### src/rtl/not_not_judge.sv
// Not-Not player-response judge: times one round per round_start, grades the
// synchronised switch answer against the generator mask, and tracks score/lives.
`timescale 1ns/1ps
module not_not_judge #(
  parameter int unsigned CYCLES_PER_ROUND = 100_000_000,
  parameter int unsigned START_LIVES      = 3,
  parameter int unsigned MAX_SCORE        = 99
) (
  input  logic       CLOCK_50,
  input  logic       reset,
  input  logic       round_start,
  input  logic [3:0] expected,
  input  logic [3:0] player_sw,
  input  logic       submit_n,
  output logic       armed,
  output logic       round_done,
  output logic       correct,
  output logic       timeout,
  output logic [7:0] score,
  output logic [1:0] lives,
  output logic       game_over
);

  localparam int unsigned   CW         = $clog2(CYCLES_PER_ROUND);
  localparam logic [CW-1:0] CNT_LOAD   = CW'(CYCLES_PER_ROUND - 1);
  localparam logic [7:0]    SCORE_MAX  = 8'(MAX_SCORE);
  localparam logic [1:0]    LIVES_INIT = 2'(START_LIVES);

  typedef enum logic [1:0] {
    S_IDLE,
    S_ARMED,
    S_RESULT,
    S_OVER
  } state_e;

  state_e        state_q, state_d;
  logic [CW-1:0] cnt_q, cnt_d;
  logic [3:0]    exp_q, exp_d;
  logic          correct_q, correct_d;
  logic          timeout_q, timeout_d;
  logic [7:0]    score_q, score_d;
  logic [1:0]    lives_q, lives_d;

  logic [3:0]    sw_s1_q, sw_s2_q;
  logic          sub_s1_q, sub_s2_q, sub_s3_q;

  logic          press;
  logic          sw_one_hot;
  logic          answer_ok;

  // submit_n idles high, so its synchroniser resets to 1 to avoid a phantom press
  always_ff @(posedge CLOCK_50 or posedge reset) begin
    if (reset) begin
      state_q   <= S_IDLE;
      cnt_q     <= '0;
      exp_q     <= '0;
      correct_q <= 1'b0;
      timeout_q <= 1'b0;
      score_q   <= '0;
      lives_q   <= LIVES_INIT;
      sw_s1_q   <= '0;
      sw_s2_q   <= '0;
      sub_s1_q  <= 1'b1;
      sub_s2_q  <= 1'b1;
      sub_s3_q  <= 1'b1;
    end else begin
      state_q   <= state_d;
      cnt_q     <= cnt_d;
      exp_q     <= exp_d;
      correct_q <= correct_d;
      timeout_q <= timeout_d;
      score_q   <= score_d;
      lives_q   <= lives_d;
      sw_s1_q   <= player_sw;
      sw_s2_q   <= sw_s1_q;
      sub_s1_q  <= submit_n;
      sub_s2_q  <= sub_s1_q;
      sub_s3_q  <= sub_s2_q;
    end
  end

  assign press      = !sub_s2_q && sub_s3_q;
  assign sw_one_hot = (sw_s2_q != 4'd0) && ((sw_s2_q & (sw_s2_q - 4'd1)) == 4'd0);
  assign answer_ok  = sw_one_hot && ((sw_s2_q & exp_q) != 4'd0);

  always_comb begin
    state_d   = state_q;
    cnt_d     = cnt_q;
    exp_d     = exp_q;
    correct_d = correct_q;
    timeout_d = timeout_q;
    score_d   = score_q;
    lives_d   = lives_q;
    case (state_q)
      S_IDLE: begin
        if (round_start) begin
          exp_d     = expected;
          cnt_d     = CNT_LOAD;
          correct_d = 1'b0;
          timeout_d = 1'b0;
          state_d   = S_ARMED;
        end
      end
      S_ARMED: begin
        if (cnt_q != '0) begin
          cnt_d = cnt_q - CW'(1);
        end
        // a press on the final count still wins over the timeout
        if (press) begin
          correct_d = answer_ok;
          timeout_d = 1'b0;
          state_d   = S_RESULT;
        end else if (cnt_q == '0) begin
          correct_d = 1'b0;
          timeout_d = 1'b1;
          state_d   = S_RESULT;
        end
      end
      S_RESULT: begin
        if (correct_q) begin
          if (score_q < SCORE_MAX) begin
            score_d = score_q + 8'd1;
          end
          state_d = S_IDLE;
        end else begin
          lives_d = lives_q - 2'd1;
          state_d = (lives_q == 2'd1) ? S_OVER : S_IDLE;
        end
      end
      S_OVER: begin
        state_d = S_OVER;
      end
      default: begin
        state_d = S_IDLE;
      end
    endcase
  end

  always_comb begin
    armed      = (state_q == S_ARMED);
    round_done = (state_q == S_RESULT);
    game_over  = (state_q == S_OVER);
    correct    = correct_q;
    timeout    = timeout_q;
    score      = score_q;
    lives      = lives_q;
  end

endmodule

### config.mk
export PLATFORM = sky130hd
export DESIGN_NAME = not_not_judge
export DESIGN_NICKNAME = d
export VERILOG_FILES = /design/src/rtl/not_not_judge.sv
export SDC_FILE = /design/constraint.sdc
export NUM_CORES = 1
export LEC_CHECK = 0
export ABC_AREA = 0
export CAP_MARGIN = 20
export CORE_UTILIZATION = 51
export CTS_BUF_LIST = sky130_fd_sc_hd__clkbuf_8
export DETAILED_ROUTE_END_ITERATION = 10
export PLACE_DENSITY = 0.83
export RECOVER_POWER = 25
export SYNTH_ARGS = -nofsm -noshare
export SYNTH_HDL_FRONTEND = slang
export SYNTH_SLANG_ARGS = --single-unit
### constraint.sdc
create_clock -name CLOCK_50 -period 2.22 [get_ports CLOCK_50]
set_input_delay 0.555 -clock CLOCK_50 [delete_from_list [all_inputs] [get_ports CLOCK_50]]
set_output_delay 0.555 -clock CLOCK_50 [all_outputs]
set_load 0.01 [all_outputs]
==> results of run 1 <==
-- routing by layer --
metal | global-route usage [%] | routed length [µm] | vias up
met2 | 36.73 | 2604 | 45
met5 | 0 | 0 | -
li1 | - | - | 970
met4 | 7.625 | 93 | 0
met1 | 28.88 | 2384 | 968
met3 | 4.420 | 204 | 10
-- layout by cell type (no fill, tap or decap), types with 8 or more instances in the layout --
| cell | n |
|---|---|
| clkdlybuf4s50_1 | 20 |
| dfrtp_1 | 51 |
| nand3_1 | 8 |
| o21ai_0 | 15 |
| xnor2_1 | 11 |
| buf_4 | 20 |
| nor2_1 | 17 |
| nand2_1 | 42 |
-- final timing paths --
path                              end  slack, ns  depth (start not counted)
max                        round_done       0.08                          4
min                        sw_s2_q[1]       0.36                          0
max reg2reg                state_q[0]       0.09                          5
min reg2reg                sw_s2_q[1]       0.36                          0
max in group asynchronous   cnt_q[14]       0.46                          3
min in group asynchronous    score[2]       0.65                          2
-- report_power, final --
part / leakage [nW] / switching, mW / internal, mW
combinational: 0.553 / 0.448 / 0.404
sequential: 0.641 / 0.129 / 1.18
clock: 0.0687 / 0.343 / 0.454
-- synthesized netlist by cell type, types with 2 or more instances --
| master | n |
|---|---|
| nand4_1 | 5 |
| a31oi_1 | 2 |
| ha_1 | 3 |
| o211ai_1 | 6 |
| o21ai_0 | 17 |
| clkbuf_1 | 4 |
| xnor2_1 | 11 |
| a21oi_1 | 2 |
| mux2i_1 | 3 |
| dfstp_2 | 5 |
| buf_2 | 2 |
| dfrtp_1 | 51 |
| o21bai_1 | 2 |
| o21a_1 | 2 |
| nor3_1 | 4 |
| o41ai_1 | 3 |
| nand2b_1 | 2 |
| nor2b_1 | 4 |
| or3_1 | 4 |
| nor2_1 | 17 |
| xor2_1 | 6 |
| nand2_1 | 42 |
| or4_1 | 3 |
| or2_2 | 5 |
| nor3b_1 | 2 |
| or4_4 | 2 |
| nor4_1 | 7 |
| inv_1 | 6 |
| o31ai_1 | 2 |
| nand3_1 | 8 |
| and2_1 | 2 |
-- sequential cells by signal (all words and copies together) (netlist names) --
register / cells
cnt_q: 27
correct: 1
exp_q: 4
lives: 2
score: 8
state_q: 2
sub_s1_q: 1
sub_s2_q: 1
sub_s3_q: 1
sw_s1_q: 4
sw_s2_q: 4
timeout: 1
-- stage by stage --
step	util, %	hold slack [ns]
2_1_floorplan	-	0.3312
3_3_place_gp	63.82	0.3316
3_5_place_dp	63.82	0.3365
4_1_cts	66.82	0.3605
5_1_grt	67.03	0.3696
6_report	67.03	0.3585
-- final cells by class --
cell class / count / area [µm²]
Clock inverter: 3 / 68.82
Fill cell: 352 / 1578
Clock buffer: 5 / 68.82
Multi-Input combinational cell: 181 / 1141
Timing Repair Buffer: 47 / 415.4
Sequential cell: 56 / 1408
Inverter: 6 / 22.52
Tap cell: 67 / 83.83
-- logic make-up after synthesis --
| logic type | count (synthesis) | synth area share [%] |
|---|---|---|
| AO/OA/AOI/OAI | 43 | 11.02 |
| XOR/XNOR | 17 | 5.779 |
| adder cells (fa/ha/maj) | 3 | 1.457 |
| buffers and inverters | 13 | 2.282 |
| flip-flops | 56 | 54.64 |
| multiplexers | 3 | 1.166 |
| AND/OR/NAND/NOR | 115 | 23.65 |
-- what timing repair did --
action / CTS / global route
pin swaps: 0 / 1
cloned: 0 / 0
endpoints found under the setup margin: 1 / 8
resized for setup: 1 / 6
==> out/metrics.cfg, run 1 <==
[critical_path]
startpoint_type = flip-flop
crit_slowest_cell = clkdlybuf4s50_1
cp.required_ns = 1.66
cp_max_fo = 9
slowest_delay_ns = 0.52
r2r-start = cnt_q[18]
worstPathCellList = buf_4 -> nand2b_4 -> inv_1 -> clkdlybuf4s50_1
worstPathArrival_ns = 1.59
path_class = flip-flop to output pin
critPathBufInv = 3
end_kind = output pin
cp_top_family = buffers and inverters
startpoint = state_q[0]

[worst_hold_path]
hp-class = flip-flop to flip-flop
min_from = sw_s1_q[1]

[sta]
setup_viol = 0
fin_worst_skew_ns = 0.008411
fmax_mhz = 466.5
worst_slew_pin_slew_ns = 0.7955
finalHoldViolCount = 0
period_minus_slack_ns = 2.144
slew_viol_final = 0
rsz0062_at_grt = no
tns_ns = 0
relSlewSlack_pct = 46.97
fin_crit_sh_pct = 96.56
fin_ws_ns = 0.07642

[place]
dp_slack_ns = 0.03211
routabilityCongestion = 0.8096
io_buffer_count = 26
dp_cells = 357
placed_cell_area_um2 = 3054
post-dp-hpwl_um = 3742

[synthesis]
syn_area_per_cell_um2 = 10.30
yosysSeqAreaShare_pct = 54.64
syn_inst = 250
synth.area.top_cells = dfrtp_1 (50%), nand2_1 (6.1%), dfstp_2 (5.1%)
yosysTopAreaCell = dfrtp_1
yosysWarnings = 0
synth_top_area_share_pct = 49.54
synth-main-ff-cell = dfrtp_1
yosys.cell_types.count = 47
synth_edf_count = 0
synth_fp_nets = 265
ys_ff_latch = 56
syn-cell-area_um2 = 2576
async_flop_share_pct = 100.0

[clock_network]
cts_buffer_depth = 2
clock_latency_ns = 0.32
cts_tree = built
numCtsBuffers = 5
htreeDepth = 2
clock_sink_count = 56
cts_hold_buf = 0
clkTransAtPathRegs_ns = 0.10
cts_setup_buffers = 0
cts.root.buffer_cell = clkbuf_8

[route]
wire_per_inst_um = 14.48
viasPerCell = 5.460
ant_nets = 0
drt_iter0_drc = 94
drc = 0
wirelength_um = 5286
firstDrtPassIters = 4
num_vias = 1993

[layout]
syn_to_final_growth_pct = 24.53
n_antenna_cell = 0
nNetsFinal = 312
drive_above_1_share_pct = 16.78
stdcell_count = 365
final_area_um2 = 3208

[floorplanning]
core_area_um2 = 4786
die_h_um = 73.08
num_rows = 25
dieArea_um2 = 5340
dieWidth_um = 73.08
initial_core_util_pct = 53.83
pin_count = 27

[job]
maxCapViolCount = 0

[global_routing]
grt_pass1_wl_um = 8928
grt_antenna_before_repair = 0
grt_overflow = 0
grt_start_max_net_pins = 34
grt_pass1_vias = 1972
grt.total_usage_pct = 22.10

[outcome]
status = finished clean

[power_and_ir_drop]
p_leak_nw = 1.263
p_per_area_nw_per_um2 = 922.8
peakVddDrop_v = 0.0007523
fin_total_pwr_mw = 2.960

Note: power is estimated with default switching activity, not from simulation.
==> run 2, diff against run 1 <==
--- a/config.mk
+++ b/config.mk
@@ -7,6 +7,7 @@
 export LEC_CHECK = 0
 export ABC_AREA = 0
 export CAP_MARGIN = 20
+export CORE_MARGIN = 2
 export CORE_UTILIZATION = 51
 export CTS_BUF_LIST = sky130_fd_sc_hd__clkbuf_8
 export DETAILED_ROUTE_END_ITERATION = 10
==> run 2 against run 1 <==
  * Via count rose by 1.4%
  * Total power fell by 1.4%
  * Sequential cell count did not move
  * Clock-buffer cell count did not move
  * Largest cell class unchanged
==> out/metrics.cfg, run 2 (synthesized netlist as in run 1, its figures left out) <==
[global_routing]
grt.total_usage_pct = 21.10
grt_pass1_wl_um = 9066
grt_antenna_before_repair = 0
grt_start_max_net_pins = 34
grt_pass1_vias = 2058
grt_overflow = 0

[critical_path]
cp_max_fo = 6
end_kind = flip-flop
ff2ff_setup_slack_ns = 0.007
cp.required_ns = 2.41
path_class = flip-flop to flip-flop
timing.rr.end = state_q[0]
worstPathArrival_ns = 2.40
startpoint_type = flip-flop
r2r-start = cnt_q[17]
reg2regPathDepth = 5

[floorplanning]
num_rows = 25
dieArea_um2 = 5636
die_h_um = 75.08
dieWidth_um = 75.08
core_area_um2 = 4786
pin_count = 27
initial_core_util_pct = 53.83

[layout]
final_util_pct = 67.29
final_area_um2 = 3221
final_cell_mix = dfrtp_1 (51), nand2_1 (42), clkdlybuf4s50_1 (19)
fillCellCount = 345
n_antenna_cell = 0
largest_register = cnt_q
final_common_cell = dfrtp_1
nNetsFinal = 311
drive_above_1_share_pct = 16.84
syn_to_final_growth_pct = 25.01
largest_register_ffs = 27

[sta]
setup_viol = 0
rsz0062_at_grt = yes
tns_ns = 0
fin_crit_sh_pct = 99.68
slew_viol_final = 0
fin_worst_skew_ns = 0.01017
finalHoldViolCount = 0
relSlewSlack_pct = 44.50
timing.hold.ws_ns = 0.3582
worst_slew_pin_slew_ns = 0.8324
fmax_mhz = 451.9
period_minus_slack_ns = 2.213

[route]
drc = 0
num_vias = 2021
drt_iter0_drc = 186
wire_per_inst_um = 14.57
firstDrtPassIters = 4
wirelength_um = 5304
viasPerCell = 5.552
ant_nets = 0

[power_and_ir_drop]
p_per_area_nw_per_um2 = 906.6
p_leak_nw = 1.261
peakVddDrop_v = 0.0005821

[place]
post-dp-hpwl_um = 3647
routabilityCongestion = 0.8603
placed_cell_area_um2 = 3017
io_buffer_count = 26

[clock_network]
clock_latency_ns = 0.31
numCtsBuffers = 5
cts_tree = built
cts_hold_buf = 0
cts.root.buffer_cell = clkbuf_8
clkTransAtPathRegs_ns = 0.10
clock_sink_count = 56
htreeDepth = 2
cts_buffer_depth = 2

[worst_hold_path]
hold_end = sw_s2_q[2]
min_from = sw_s1_q[2]
min_path_cells = 0
hp-class = flip-flop to flip-flop

[job]
maxCapViolCount = 0

[outcome]
status = finished clean

## run 2: critical path, cell delays in order, from the launching register on
cell and delay (ns):
dfrtp_1 0.42, or4_4 0.59, or4_4 0.59, nor2_1 0.29, o21a_1 0.14, o21ai_0 0.07
## run 2: cell type report
class                           count  area [µm²]  area share, %
Multi-Input combinational cell    182        1166          36.21
Inverter                            6       22.52         0.6993
Tap cell                           67       83.83          2.603
Clock buffer                        5       68.82          2.137
Clock inverter                      3       68.82          2.137
Sequential cell                    56        1408          43.71
Timing Repair Buffer               45       402.9          12.51
## run 2: report_power, final
part	internal, mW	switching, mW	total [mW]	leakage, nW
Clock	0.454	0.343	0.797	0.0687
Sequential	1.18	0.131	1.31	0.642
Combinational	0.392	0.417	0.809	0.551
## run 2: timing repair
action | CTS | global route
gates resized for setup | 0 | 10
setup buffers | 0 | 3
endpoints found under the setup margin | 0 | 26
## run 2: how the worst max path moves through the flow
stage	from	end	slack [ns]	cells after the start
2_1_floorplan	cnt_q[11]	cnt_q[24]	0.12	7
3_3_place_gp	cnt_q[9]	cnt_q[19]	0.10	6
3_5_place_dp	cnt_q[17]	cnt_q[6]	0.02	6
4_1_cts	cnt_q[22]	cnt_q[6]	0.002	6
5_1_grt	cnt_q[17]	cnt_q[1]	-0.06	5
6_report	cnt_q[17]	state_q[0]	0.007	5
## run 2: layer usage
| layer | share of wire [%] | up-vias | wire (µm) | track usage, % |
|---|---|---|---|---|
| met3 | 3.4 | 5 | 181 | 3.614 |
| met5 | 0 | - | 0 | 0 |
| met4 | 1.2 | 0 | 61 | 7.143 |
| met2 | 50 | 34 | 2641 | 35.48 |
| met1 | 46 | 1004 | 2420 | 27.82 |
| li1 | - | 978 | - | - |
## run 2: per-stage QoR
| step | power (mW) | setup WS [ns] | std cells |
|---|---|---|---|
| after global placement | 2.080 | 0.1029 | 352 |
| after detailed placement | 2.112 | 0.01501 | 352 |
| final | 2.920 | 0.007105 | 364 |
| after CTS | 2.911 | 0.001576 | 360 |
| after global routing | 3.087 | -0.06002 | 364 |
| after floorplan | 1.744 | 0.1160 | 250 |
